==> src/rtl/alu_acc_pkg.sv <==
// Shared opcode and state definitions for the
// accumulator ALU and its register file.
package alu_acc_pkg;

  localparam int OP_W = 4;

  typedef enum logic [OP_W-1:0] {
    OP_NOP   = 4'd0,
    OP_LOAD  = 4'd1,
    OP_ADD   = 4'd2,
    OP_ADC   = 4'd3,
    OP_SUB   = 4'd4,
    OP_AND   = 4'd5,
    OP_OR    = 4'd6,
    OP_XOR   = 4'd7,
    OP_NOT   = 4'd8,
    OP_SHL   = 4'd9,
    OP_SHR   = 4'd10,
    OP_MUL   = 4'd11,
    OP_STORE = 4'd12
  } op_e;

  typedef enum logic {
    S_IDLE    = 1'b0,
    S_MUL_RUN = 1'b1
  } state_e;

endpackage

==> src/rtl/alu_acc_regfile.sv <==
// Register file: one async read port, a STORE write port
// and an external write port; STORE wins on address clash.
module alu_acc_regfile #(
  parameter int DATA_W    = 8,
  parameter int REG_DEPTH = 8,
  localparam int ADDR_W   = $clog2(REG_DEPTH)
) (
  input  logic              i_clk,
  input  logic              i_rst,
  input  logic [ADDR_W-1:0] i_rd_addr,
  output logic [DATA_W-1:0] o_rd_data,
  input  logic              i_st_we,
  input  logic [ADDR_W-1:0] i_st_addr,
  input  logic [DATA_W-1:0] i_st_data,
  input  logic              i_ext_we,
  input  logic [ADDR_W-1:0] i_ext_addr,
  input  logic [DATA_W-1:0] i_ext_data
);

  logic [DATA_W-1:0] r_mem [REG_DEPTH];

  assign o_rd_data = r_mem[i_rd_addr];

  // STORE is written last so it overrides the external port.
  always_ff @(posedge i_clk or posedge i_rst) begin
    if (i_rst) begin
      for (int i = 0; i < REG_DEPTH; i++) begin
        r_mem[i] <= '0;
      end
    end else begin
      if (i_ext_we) begin
        r_mem[i_ext_addr] <= i_ext_data;
      end
      if (i_st_we) begin
        r_mem[i_st_addr] <= i_st_data;
      end
    end
  end

endmodule

==> src/rtl/alu_acc_param.sv <==
// Accumulator ALU with register file and a multi-cycle
// shift-add multiplier.
module alu_acc_param
  import alu_acc_pkg::*;
#(
  parameter int DATA_W    = 8,
  parameter int REG_DEPTH = 8,
  localparam int ADDR_W   = $clog2(REG_DEPTH)
) (
  input  logic              i_clk,
  input  logic              i_rst,
  input  logic              i_op_valid,
  input  logic [3:0]        i_operation_code,
  input  logic [ADDR_W-1:0] i_register_file_mux_addr,
  input  logic [DATA_W-1:0] i_register_file,
  input  logic              i_register_file_ce,
  input  logic [ADDR_W-1:0] i_reg_wr_addr,
  input  logic [DATA_W-1:0] i_data_memory,
  input  logic              i_data_memory_read_enable,
  input  logic [DATA_W-1:0] i_direct_data,
  input  logic              i_direct_load,
  output logic              o_ready,
  output logic              o_done,
  output logic [DATA_W-1:0] o_alu,
  output logic [DATA_W-1:0] o_alu_argument,
  output logic [DATA_W-1:0] o_acumulator,
  output logic [DATA_W-1:0] o_mul_high,
  output logic              o_carry,
  output logic              o_zero
);

  localparam int CNT_W = $clog2(DATA_W);
  localparam int PW    = 2 * DATA_W;

  state_e              r_state;
  logic [DATA_W-1:0]   r_acc;
  logic [DATA_W-1:0]   r_mul_high;
  logic [DATA_W-1:0]   r_mcand;
  logic [DATA_W-1:0]   r_mplier;
  logic [PW-1:0]       r_prod;
  logic [CNT_W-1:0]    r_cnt;
  logic                r_carry;
  logic                r_zero;
  logic                r_done;

  logic [DATA_W-1:0]   w_rd_data;
  logic [DATA_W-1:0]   w_b;
  logic                w_ready;
  logic                w_accept;
  op_e                 w_op;
  logic [DATA_W:0]     w_sum;
  logic [DATA_W-1:0]   w_res;
  logic                w_cout;
  logic                w_wr_acc;
  logic                w_wr_carry;
  logic                w_store;
  logic [PW-1:0]       w_addend;
  logic [PW-1:0]       w_prod_nxt;
  logic                w_mul_last;

  assign w_ready  = (r_state == S_IDLE);
  assign w_accept = i_op_valid && w_ready;
  assign w_op     = op_e'(i_operation_code);
  assign w_store  = w_accept && (w_op == OP_STORE);

  alu_acc_regfile #(
    .DATA_W    (DATA_W),
    .REG_DEPTH (REG_DEPTH)
  ) u_regfile (
    .i_clk      (i_clk),
    .i_rst      (i_rst),
    .i_rd_addr  (i_register_file_mux_addr),
    .o_rd_data  (w_rd_data),
    .i_st_we    (w_store),
    .i_st_addr  (i_register_file_mux_addr),
    .i_st_data  (r_acc),
    .i_ext_we   (i_register_file_ce),
    .i_ext_addr (i_reg_wr_addr),
    .i_ext_data (i_register_file)
  );

  always_comb begin
    if (i_direct_load) begin
      w_b = i_direct_data;
    end else if (i_data_memory_read_enable) begin
      w_b = i_data_memory;
    end else begin
      w_b = w_rd_data;
    end
  end

  always_comb begin
    w_sum      = '0;
    w_res      = '0;
    w_cout     = 1'b0;
    w_wr_acc   = 1'b0;
    w_wr_carry = 1'b0;
    unique case (w_op)
      OP_LOAD: begin
        w_res    = w_b;
        w_wr_acc = 1'b1;
      end
      OP_ADD: begin
        w_sum      = {1'b0, r_acc} + {1'b0, w_b};
        w_res      = w_sum[DATA_W-1:0];
        w_cout     = w_sum[DATA_W];
        w_wr_acc   = 1'b1;
        w_wr_carry = 1'b1;
      end
      OP_ADC: begin
        w_sum      = {1'b0, r_acc} + {1'b0, w_b}
                   + {{DATA_W{1'b0}}, r_carry};
        w_res      = w_sum[DATA_W-1:0];
        w_cout     = w_sum[DATA_W];
        w_wr_acc   = 1'b1;
        w_wr_carry = 1'b1;
      end
      OP_SUB: begin
        w_sum      = {1'b0, r_acc} - {1'b0, w_b};
        w_res      = w_sum[DATA_W-1:0];
        w_cout     = w_sum[DATA_W];
        w_wr_acc   = 1'b1;
        w_wr_carry = 1'b1;
      end
      OP_AND: begin
        w_res    = r_acc & w_b;
        w_wr_acc = 1'b1;
      end
      OP_OR: begin
        w_res    = r_acc | w_b;
        w_wr_acc = 1'b1;
      end
      OP_XOR: begin
        w_res    = r_acc ^ w_b;
        w_wr_acc = 1'b1;
      end
      OP_NOT: begin
        w_res    = ~r_acc;
        w_wr_acc = 1'b1;
      end
      OP_SHL: begin
        w_res      = {r_acc[DATA_W-2:0], 1'b0};
        w_cout     = r_acc[DATA_W-1];
        w_wr_acc   = 1'b1;
        w_wr_carry = 1'b1;
      end
      OP_SHR: begin
        w_res      = {1'b0, r_acc[DATA_W-1:1]};
        w_cout     = r_acc[0];
        w_wr_acc   = 1'b1;
        w_wr_carry = 1'b1;
      end
      default: begin
      end
    endcase
  end

  // One multiplier bit per cycle, weighted by the step count.
  assign w_addend   = r_mplier[0]
                    ? ({{DATA_W{1'b0}}, r_mcand} << r_cnt)
                    : '0;
  assign w_prod_nxt = r_prod + w_addend;
  assign w_mul_last = (r_cnt == CNT_W'(DATA_W - 1));

  always_ff @(posedge i_clk or posedge i_rst) begin
    if (i_rst) begin
      r_state    <= S_IDLE;
      r_acc      <= '0;
      r_mul_high <= '0;
      r_mcand    <= '0;
      r_mplier   <= '0;
      r_prod     <= '0;
      r_cnt      <= '0;
      r_carry    <= 1'b0;
      r_zero     <= 1'b0;
      r_done     <= 1'b0;
    end else begin
      r_done <= 1'b0;
      unique case (r_state)
        S_IDLE: begin
          if (w_accept) begin
            if (w_op == OP_MUL) begin
              r_state  <= S_MUL_RUN;
              r_mcand  <= r_acc;
              r_mplier <= w_b;
              r_prod   <= '0;
              r_cnt    <= '0;
            end else begin
              r_done <= 1'b1;
              if (w_wr_acc) begin
                r_acc  <= w_res;
                r_zero <= (w_res == '0);
              end
              if (w_wr_carry) begin
                r_carry <= w_cout;
              end
            end
          end
        end
        S_MUL_RUN: begin
          r_prod   <= w_prod_nxt;
          r_mplier <= r_mplier >> 1;
          r_cnt    <= r_cnt + 1'b1;
          if (w_mul_last) begin
            r_state    <= S_IDLE;
            r_acc      <= w_prod_nxt[DATA_W-1:0];
            r_mul_high <= w_prod_nxt[PW-1:DATA_W];
            r_carry    <= 1'b0;
            r_zero     <= (w_prod_nxt[DATA_W-1:0] == '0);
            r_done     <= 1'b1;
          end
        end
        default: r_state <= S_IDLE;
      endcase
    end
  end

  assign o_ready        = w_ready;
  assign o_done         = r_done;
  assign o_alu          = w_ready ? w_res : '0;
  assign o_alu_argument = w_b;
  assign o_acumulator   = r_acc;
  assign o_mul_high     = r_mul_high;
  assign o_carry        = r_carry;
  assign o_zero         = r_zero;

endmodule

==> config.mk <==
export PLATFORM = sky130hd
export DESIGN_NAME = alu_acc_param
export DESIGN_NICKNAME = d
export VERILOG_FILES = /design/src/rtl/alu_acc_pkg.sv /design/src/rtl/alu_acc_regfile.sv /design/src/rtl/alu_acc_param.sv
export SDC_FILE = /design/constraint.sdc
export NUM_CORES = 1
export LEC_CHECK = 0
export ABC_AREA = 0
export CAP_MARGIN = 20
export CORE_MARGIN = 4
export CORE_UTILIZATION = 50
export CTS_BUF_LIST = sky130_fd_sc_hd__clkbuf_16
export DETAILED_ROUTE_END_ITERATION = 10
export PLACE_DENSITY_LB_ADDON = 0.3
export RECOVER_POWER = 50
export SETUP_SLACK_MARGIN = 0.1
export SYNTH_ARGS = -nofsm -noshare
export SYNTH_HDL_FRONTEND = slang
export SYNTH_SLANG_ARGS = --single-unit
==> constraint.sdc <==
create_clock -name i_clk -period 14.7 [get_ports i_clk]
set_clock_uncertainty 0.05 [all_clocks]
set_input_delay 2.94 -clock i_clk [delete_from_list [all_inputs] [get_ports i_clk]]
set_output_delay 2.94 -clock i_clk [all_outputs]
set_load 0.05 [all_outputs]
Yosys cells after proc, flatten, opt, wreduce, memory -nomap -nowiden
Cells that the tools add are included.

operators by class
  $add $sub $neg = 5
  $lt $le $gt $ge = 4
  equal/unequal tests = 19
  shift-type cells = 1
  multiplexer cells = 51
  bitwise gates (word level) = 7
  reduce and logical (&&, ||, !) cells = 13

operator list
  kind                                                                           count
  64-bit bitwise mux                                                             2
  64-bit two-way mux                                                             2
  8-bit two-way mux                                                              13
  8-bit one-hot mux with 10 select lines                                         1
  8-bit demux with 3-bit select                                                  2
  16-bit two-way mux                                                             3
  16-bit one-hot mux with 2 select lines                                         1
  8-bit one-hot mux with 2 select lines                                          2
  8-bit binary-select mux with 3-bit select                                      1
  4-bit == test (second input constant)                                          5
  16-bit adder                                                                   1
  4-bit by 3-bit == test with 1-bit output (second input constant)               4
  8-bit zero test                                                                2
  1-bit two-way mux                                                              16
  8-bit by 3-bit left shift with 16-bit output                                   1
  2-bit by 1-bit inequality test with 1-bit output (second input constant)       5
  10-bit OR reduction                                                            1
  8-bit by 8-bit adder with 9-bit output                                         1
  9-bit by 1-bit adder with 9-bit output                                         1
  8-bit by 8-bit subtractor with 9-bit output                                    1
  8-bit AND                                                                      1
  4-bit by 2-bit == test with 1-bit output (second input constant)               2
  4-bit >= comparator (second input constant)                                    2
  4-bit by 1-bit less-than comparator with 1-bit output (second input constant)  2
  other kinds (18)                                                               28

storage, ports and cells
  bits in registers = 119
  input bits = 40
  output and inout bits = 36
  word-level logic and storage cells = 118

Longest topological paths before layout
Gate-level depths: netlist of the first run.

  depth in word-level cells = 14
  mapped depth = 18
  gate-level depth less buffers = 17

Cells and area by module
A second synthesis of the first run with hierarchy kept.

unflattened totals
  cells, all modules = 1016
  area total of the unflattened synthesis = 9137.5 um2

modules (own cells, without submodules)
  module           instances  cells each  area each (um2)
  alu_acc_param    1          679         5450.2
  alu_acc_regfile  1          337         3687.3

Least setup slack after synthesis of the first run
No wires, ideal clock.

  kind = in2out
  from = input i_register_file_mux_addr[2]
  to = output o_alu[5]
  data arrival time = 7338 ps
  data required time = 11710 ps
  path slack = 4372 ps
  stages on the path = 15
  buffers on the path = 2
  path through = buf_6 buf_12 mux4_2 mux2i_1 a21o_1 o21ai_0 inv_1 ha_1 a211o_1 a2111oi_2 o21ai_0 a31oi_1 or4_1 a31oi_1 nor2_1

on the way
  word-level cells in the longest chain between the ends = 10
  elaborated cells between the ends (all ways) = 14

ends and longest elaborated chain
  element                                                   RTL line                                    RTL
  start, declared                                           alu_acc_param.sv:14                         input logic [ADDR_W-1:0] i_register_file_mux_addr,
  3-bit NOT with 4-bit output (not written as such) (*)     alu_acc_regfile.sv:22                       assign o_rd_data = r_mem[i_rd_addr];
  8-bit binary-select mux with 3-bit select (*)             alu_acc_regfile.sv:22
  8-bit two-way mux (not written as such) (*) (2 in a row)  alu_acc_regfile.sv:22
  8-bit two-way mux (*)                                     alu_acc_param.sv:85                         end else if (i_data_memory_read_enable) begin
  8-bit two-way mux (*)                                     alu_acc_param.sv:83                         if (i_direct_load) begin
  named net o_alu_argument[2]                               alu_acc_param.sv:25                         output logic [DATA_W-1:0] o_alu_argument,
  8-bit by 8-bit adder with 9-bit output                    alu_acc_param.sv:104, alu_acc_param.sv:111
  9-bit by 1-bit adder with 9-bit output                    alu_acc_param.sv:112                        + {{DATA_W{1'b0}}, r_carry};
  8-bit one-hot mux with 10 select lines (*)                alu_acc_param.sv:98                         unique case (w_op)
  8-bit two-way mux (*)                                     alu_acc_param.sv:220                        assign o_alu = w_ready ? w_res : '0;
  end, declared                                             alu_acc_param.sv:24                         output logic [DATA_W-1:0] o_alu,

Mark *: on every way through the listed nets, which the timed path passes. The rest lies on a longest branch. The select of a mux whose other input is x is not followed.

Worst setup path after layout of the first run
  from = input i_register_file_mux_addr[1]
  to = output o_alu[5]

on the way
  word-level cells in the longest chain between the ends = 10
  elaborated cells between the ends (all ways) = 14

ends and longest elaborated chain
  element                                                   RTL line
  3-bit NOT with 4-bit output (not written as such) (*)     alu_acc_regfile.sv:22
  8-bit binary-select mux with 3-bit select (*)             alu_acc_regfile.sv:22
  8-bit two-way mux (not written as such) (*) (2 in a row)  alu_acc_regfile.sv:22
  8-bit two-way mux (*)                                     alu_acc_param.sv:85
  8-bit two-way mux (*)                                     alu_acc_param.sv:83
  8-bit by 8-bit adder with 9-bit output                    alu_acc_param.sv:104, alu_acc_param.sv:111
  9-bit by 1-bit adder with 9-bit output                    alu_acc_param.sv:112
  8-bit one-hot mux with 10 select lines (*)                alu_acc_param.sv:98
  8-bit two-way mux (*)                                     alu_acc_param.sv:220

Every way passes the cells marked *; elsewhere a longest branch is shown, timed or not. The select of a mux whose other input is x is not followed.

==> results of run 1 <==
-- state kept, by name, indices dropped and copies added (netlist names) --
signal / flops
o_acumulator: 8
o_carry: 1
o_done: 1
o_mul_high: 8
o_zero: 1
r_cnt: 3
r_mcand: 8
r_mplier: 8
r_prod: 16
r_state: 1
u_regfile.r_mem: 64
-- worst max-delay path by stage --
stage,startpoint,end,slack (ns),depth (start not counted)
floorplan,i_register_file_mux_addr[2],o_alu[5],4.37,15
global placement,i_register_file_mux_addr[1],o_alu[5],3.36,16
detailed placement,i_register_file_mux_addr[1],o_alu[5],3.31,16
CTS,i_register_file_mux_addr[1],o_alu[5],3.31,16
global route,i_register_file_mux_addr[1],o_alu[5],2.83,16
finish,i_register_file_mux_addr[1],o_alu[5],3.20,16
-- power by group through the flow --
stage | clock [mW] | combinational (mW) | sequential, mW
floorplan | 0 | 0.673 | 0.559
global placement | 0 | 0.921 | 0.549
detailed placement | 0 | 0.934 | 0.552
CTS | 0.404 | 0.939 | 0.548
global route | 0.418 | 1.03 | 0.565
finish | 0.400 | 0.944 | 0.551
-- worst reg2reg max path, stage by stage (launching register included) --
cell	delay, ns
dfrtp_1	0.38
mux2i_1	0.22
o21ai_1	0.09
a2111oi_1	0.62
o31ai_1	0.27
ha_1	0.33
fa_1	0.50
a211oi_1	0.42
o21ai_0	0.17
a21oi_1	0.19
nand4_1	0.15
xnor2_1	0.18
a211oi_2	0.40
nand2_1	0.12
o31ai_2	0.21
-- synth_stat cells (all sizes together) (7+ instances only) --
| library cell | count |
|---|---|
| a211oi | 12 |
| nor4 | 8 |
| a2bb2oi | 7 |
| a31oi | 9 |
| a21oi | 79 |
| o211ai | 7 |
| buf | 33 |
| a21o | 12 |
| mux2i | 88 |
| xnor2 | 21 |
| mux2 | 26 |
| nand2b | 13 |
| nand3b | 7 |
| clkbuf | 44 |
| ha | 44 |
| nor2 | 106 |
| o31ai | 7 |
| inv | 39 |
| o21ai | 86 |
| nor2b | 13 |
| nand3 | 15 |
| o21a | 8 |
| dfrtp | 119 |
| nand2 | 134 |
| a22oi | 7 |
| o22ai | 10 |
| nor3 | 17 |
-- per-layer routing --
layer,global-route usage,up-vias,wire length [µm]
met5,0,-,0
met4,0.0877,0,669
met3,0.0449,53,2200
met2,0.427,388,12600
met1,0.394,3940,12300
li1,-,3892,-
-- cell usage in the layout, fill, tap and decap left out, types with 10 or more instances in the layout --
cell type        synthesis  routed
nand2_1                134     134
dfrtp_1                119     119
nor2_1                 104     104
mux2i_1                 88      88
a21oi_1                 78      78
o21ai_0                 76      77
clkdlybuf4s50_1          0      64
ha_1                    44      44
inv_1                   37      37
mux2_2                  25      24
xnor2_1                 19      19
clkbuf_16                0      17
nand3_1                 14      14
nor3_1                  14      14
nand2b_1                13      13
nor2b_1                 13      13
a21o_1                  12      12
buf_4                    3      12
dlygate4sd3_1            0      11
o22ai_1                 10      10
-- final cells by class --
type | count | area, µm² | area share
multi-input combinational | 832 | 5700 | 0.541
sequential | 119 | 2980 | 0.283
timing repair buffer | 89 | 856 | 0.0813
clock buffer | 17 | 425 | 0.0404
tap | 229 | 287 | 0.0272
inverter | 39 | 148 | 0.0140
clock inverter | 15 | 138 | 0.0131
-- logic make-up (layout without fill, tap and decap cells) --
logic type | Yosys count | count (layout)
compound gates | 290 | 290
xor+xnor | 27 | 27
fa+ha+maj | 47 | 47
buf+inv | 116 | 160
flops | 119 | 119
mux | 119 | 119
simple gates | 349 | 349
-- stage by stage --
step                      area (µm²)  setup WS, ns  power [mW]  std cells
final                          10500          3.20        1.89       1340
after global routing           10500          2.83        2.01       1340
after global placement          9960          3.36        1.47       1304
after detailed placement        9970          3.31        1.49       1305
after floorplan                 9200          4.37        1.23       1067
after CTS                      10500          3.31        1.89       1337
==> impl_metrics.yaml, run 1 <==
timing:
  fin_setup_tns_ns: 0
  hold_viol_final: 0
  grt_setup_unrepaired: "false"
  final-setup-viol-count: 0
  max-slew-margin-rel: -1.73
  slew_viol_final: 122
  layout_min_cycle_time_ns: 11.50
  fin_crit_sh: 0.782
  worst_slew_pin_slew_ns: 4.09
  holdWs_ns: 0.425
  max_freq_mhz: 87.0
synth:
  synth_area_leaders: "dfrtp_1, mux2i_1, ha_1"
  synth_fa_ha_area_frac: 0.0664
  synth_top_family_by_area: "compound AO/OA/AOI/OAI gates"
  synthSimpleGateAreaFrac: 0.179
  synth.distinct_cells: 89
  netlist_area_mm2: 0.00920
  syn_nets: 1154
  yosys_warnings: 0
  synth-compound-area-share: 0.208
  muxShareOfSynthArea: 0.140
  async_flop_share: 1.00
  synth_area_leader_cell: "dfrtp_1"
  synth_top_cell_area_share: 0.324
  synth_enable_flop_cells: 0
  synthXorXnorAreaFrac: 0.0273
  syn_area_per_cell_um2: 8.62
  seq_area_frac_synth: 0.324
  synth_cells: 1067
  ys_seq_elements: 119
  synthFlopType: "dfrtp_1"
floorplan:
  std_cell_rows: 49
  die_area_mm2: 0.0206
  die_w_um: 144
  io_pins: 76
  core-area_mm2: 0.0180
  initial_utilization: 0.510
  die_y_um: 144
final_layout:
  drive_gt1_frac: 0.0927
  area_delta_synth_final_pct: 14.4
  final_nets: 1185
  utilization: 0.584
  diodes: 0
  n_fill_cell: 1588
global_route:
  track_usage: 0.275
  grt_pass1_vias: 7822
  grt_pass1_wl_um: 44100
  antenna_found_initial: 0
  overflow: 0
  grt_max_degree: 77
detailed_routing:
  drt_iter0_drc: 767
  post_drt_wl_per_cell_um: 20.7
  via_per_inst: 6.17
  firstDrtPassIters: 5
  wl_um: 27800
  ant_nets: 0
  vias: 8273
  post-route-drc-count: 0
power_and_ir_drop:
  power_frac_comb: 0.498
  powerDensity_mw_per_mm2: 180
  internal_power_mw: 1.04
  p_switching_mw: 0.859
  power.share.clock: 0.211
  pwr-share-seq: 0.291
  vdd_drop_max_mv: 0.101
  power.leakage_nw: 4.69
  switching_share: 0.453
status:
  violations: "capacitance limit, slew limit"
  status: "complete, but fails checks"
setup_path:
  start_kind: "input pin"
  r2r_start: "u_regfile.r_mem[24]"
  crit_family: "buffers and inverters"
  crit_slowest_cell: "clkdlybuf4s50_1"
  r2r_setup_slack_ns: 10.31
  critPathCaptureType: "output port"
  crit_chain: "clkdlybuf4s50_1 > inv_1 > nor2_1 > a22oi_1 > o211ai_1 > a22oi_1 > inv_1 > fa_1 > a211o_1 > a2111oi_2 > o21ai_0 > a31oi_1 > or4_1 > a31oi_1 > nor2_1 > clkdlybuf4s50_1"
  cp.arrival_ns: 8.51
  cpPeakStageDelay_ns: 0.92
  cp_max_fo: 23
  ff2ff_path_depth: 14
  rr_endpoint: "o_zero"
  crit_buf_inv: 4
  cp.required_ns: 11.71
  setup.worst_path.class: "input pin to output port"
placement:
  dp_hpwl_um: 19700
  place.gp.congestion: 0.944
  numPortBuffers: 75
cts:
  clk_path_buf_depth: 2
  cts_num_sinks: 119
  hold_buffers: 0
  cts_buffers: 17
  cts-root-buf: "clkbuf_16"
  cts_max_level: 4
  cts_tree: "built"
  clock_latency_ns: 0.43
  post_cts_buffers: 0
  cts_resized: 0
  cts.reportedPaths.clkPinSlew_ns: 0.05
min_path:
  hp-class: "flop to flop"
  min_path_cells: 2
  whs_endpoint: "o_mul_high[3]"
  min-delay-start: "o_mul_high[3]"
job:
  cap_violations: 2
Power figures use the tool's default switching activity.
==> run 2, diff against run 1 <==
- clock period: 14.7 -> 10.55 ns (I/O delays scaled with it)
==> impl_metrics.yaml, run 2 (synthesis results as in run 1) <==
setup_path:
  crit_buf_inv: 4
  cp.arrival_ns: 7.44
  cpPeakStageDelay_ns: 0.78
  cp.required_ns: 8.39
  setup.worst_path.class: "input pin to output port"
  crit_slowest_cell: "clkdlybuf4s50_1"
  critPathCaptureType: "output port"
  start_kind: "input pin"
  crit_family: "buffers and inverters"
  crit_chain: "clkdlybuf4s50_1 > buf_4 > mux4_2 > nor2_1 > nor4_1 > a211oi_1 > a21oi_1 > inv_1 > ha_1 > a21o_1 > a2111oi_2 > o21ai_0 > a31oi_1 > or4_1 > a31oi_1 > nor2_1 > clkdlybuf4s50_1"
  cp_max_fo: 22
power_and_ir_drop:
  p_switching_mw: 1.22
  switching_share: 0.458
  internal_power_mw: 1.44
  power_frac_comb: 0.489
  powerDensity_mw_per_mm2: 252
  power.leakage_nw: 4.73
  power.share.clock: 0.213
  vdd_drop_max_mv: 0.155
  pwr-share-seq: 0.298
final_layout:
  largest_register_ffs: 64
  diodes: 0
  area_delta_synth_final_pct: 14.8
  drive_gt1_frac: 0.0952
  stdcell_count: 1343
  layout_commonest_cell: "nand2_1"
  reg.largest.list: "u_regfile.r_mem x64, r_prod x16"
  final_nets: 1188
  final_cell_mix: "nand2_1, dfrtp_1, nor2_1"
  regMostFlops: "u_regfile.r_mem"
  stdcell_area_mm2: 0.0106
cts:
  clock_latency_ns: 0.42
  cts_resized: 0
  clk_path_buf_depth: 2
  cts_num_sinks: 119
  cts.reportedPaths.clkPinSlew_ns: 0.06
  cts-root-buf: "clkbuf_16"
  hold_buffers: 0
  post_cts_buffers: 0
  cts_max_level: 4
  cts_buffers: 17
  cts_tree: "built"
min_path:
  hp-class: "flop to flop"
floorplan:
  io_pins: 76
  die_y_um: 144
  core-area_mm2: 0.0180
  die_area_mm2: 0.0206
  initial_utilization: 0.510
  die_w_um: 144
  std_cell_rows: 49
timing:
  layout_min_cycle_time_ns: 9.60
  max-slew-margin-rel: -1.22
  hold_viol_final: 0
  worst_slew_pin_slew_ns: 3.31
  grt_setup_unrepaired: "false"
  max_freq_mhz: 104
  holdWs_ns: 0.439
  slew_viol_final: 122
  setup_slack_ns: 0.949
  final-setup-viol-count: 0
  fin_setup_tns_ns: 0
  fin_crit_sh: 0.910
global_route:
  grt_util_met3: 0.0612
  grt.busiest_layer: "met2"
  met1_usage: 0.402
  gr-usage-met2: 0.428
  grt_max_degree: 73
  overflow: 0
  grt_pass1_wl_um: 45300
  grt_pass1_vias: 8013
  track_usage: 0.285
  antenna_found_initial: 0
detailed_routing:
  ant_nets: 0
  drt_iter0_drc: 948
  firstDrtPassIters: 6
  post_drt_wl_per_cell_um: 21.6
  wl_um: 29000
  vias: 8362
  via_per_inst: 6.23
  post-route-drc-count: 0
placement:
  dpl_cell_area_mm2: 0.0100
  numPortBuffers: 75
  dp_slack_ns: 1.05
  placedCellCount: 1309
  place.gp.congestion: 0.978
  dp_hpwl_um: 20700
status:
  violations: "capacitance limit, slew limit"
  status: "complete, but fails checks"
job:
  cap_violations: 2
-- run 2: changes by cell type in the layout (fill, tap and decap cells not counted), sizes merged --
| cell | previous run | this run |
|---|---|---|
| clkinvlp | 6 | 2 |
| buf | 13 | 16 |
| inv | 40 | 43 |
| clkdlybuf4s50 | 64 | 63 |
| clkinv | 6 | 7 |
| dlygate4sd3 | 11 | 12 |
-- run 2: layout make-up --
type / instances / area, µm²
clock inverters: 15 / 138
flip-flops and latches: 119 / 2980
clock buffers: 17 / 425
multi-input cells: 832 / 5700
well taps: 229 / 287
fillers: 1609 / 7470
inverters: 39 / 148
repair buffers: 92 / 886
-- run 2: power by group through the flow --
stage	Sequential, mW	Clock, mW	Combinational (mW)
2_1_floorplan	0.779	0	0.937
3_3_place_gp	0.790	0	1.28
3_5_place_dp	0.791	0	1.29
4_1_cts	0.786	0.570	1.30
5_1_grt	0.809	0.591	1.42
6_report	0.794	0.566	1.30
-- run 2: worst paths after layout --
| check | endpoint | depth (start not counted) | slack, ns | from |
|---|---|---|---|---|
| worst max-delay path | o_alu[5] | 17 | 0.95 | i_register_file_mux_addr[2] |
| worst min-delay path | o_mul_high[7] | 2 | 0.44 | o_mul_high[7] |
| worst max register to register | o_zero | 14 | 6.08 | u_regfile.r_mem[24] |
| worst min register to register | o_mul_high[7] | 2 | 0.44 | o_mul_high[7] |
| max in group asynchronous | u_regfile.r_mem[12] | 3 | 3.83 | i_rst |
| min in group asynchronous | u_regfile.r_mem[23] | 2 | 3.07 | i_rst |
-- run 2: worst min-delay path, stage by stage, from the launching register on --
cell and delay [ns]:
dfrtp_1 0.34, nand2_1 0.05, o21ai_1 0.06
-- run 2: metal layers --
metal | vias to the layer above | share of wire
met5 | - | 0
met4 | 0 | 0.032
met3 | 64 | 0.091
met2 | 446 | 0.44
met1 | 3963 | 0.43
li1 | 3889 | -
-- run 2: metrics by stage --
step	power [mW]	utilization
after floorplan	1.72	-
after detailed placement	2.08	0.555
after CTS	2.65	0.586
final	2.66	0.586
after global placement	2.07	0.554
after global routing	2.82	0.586
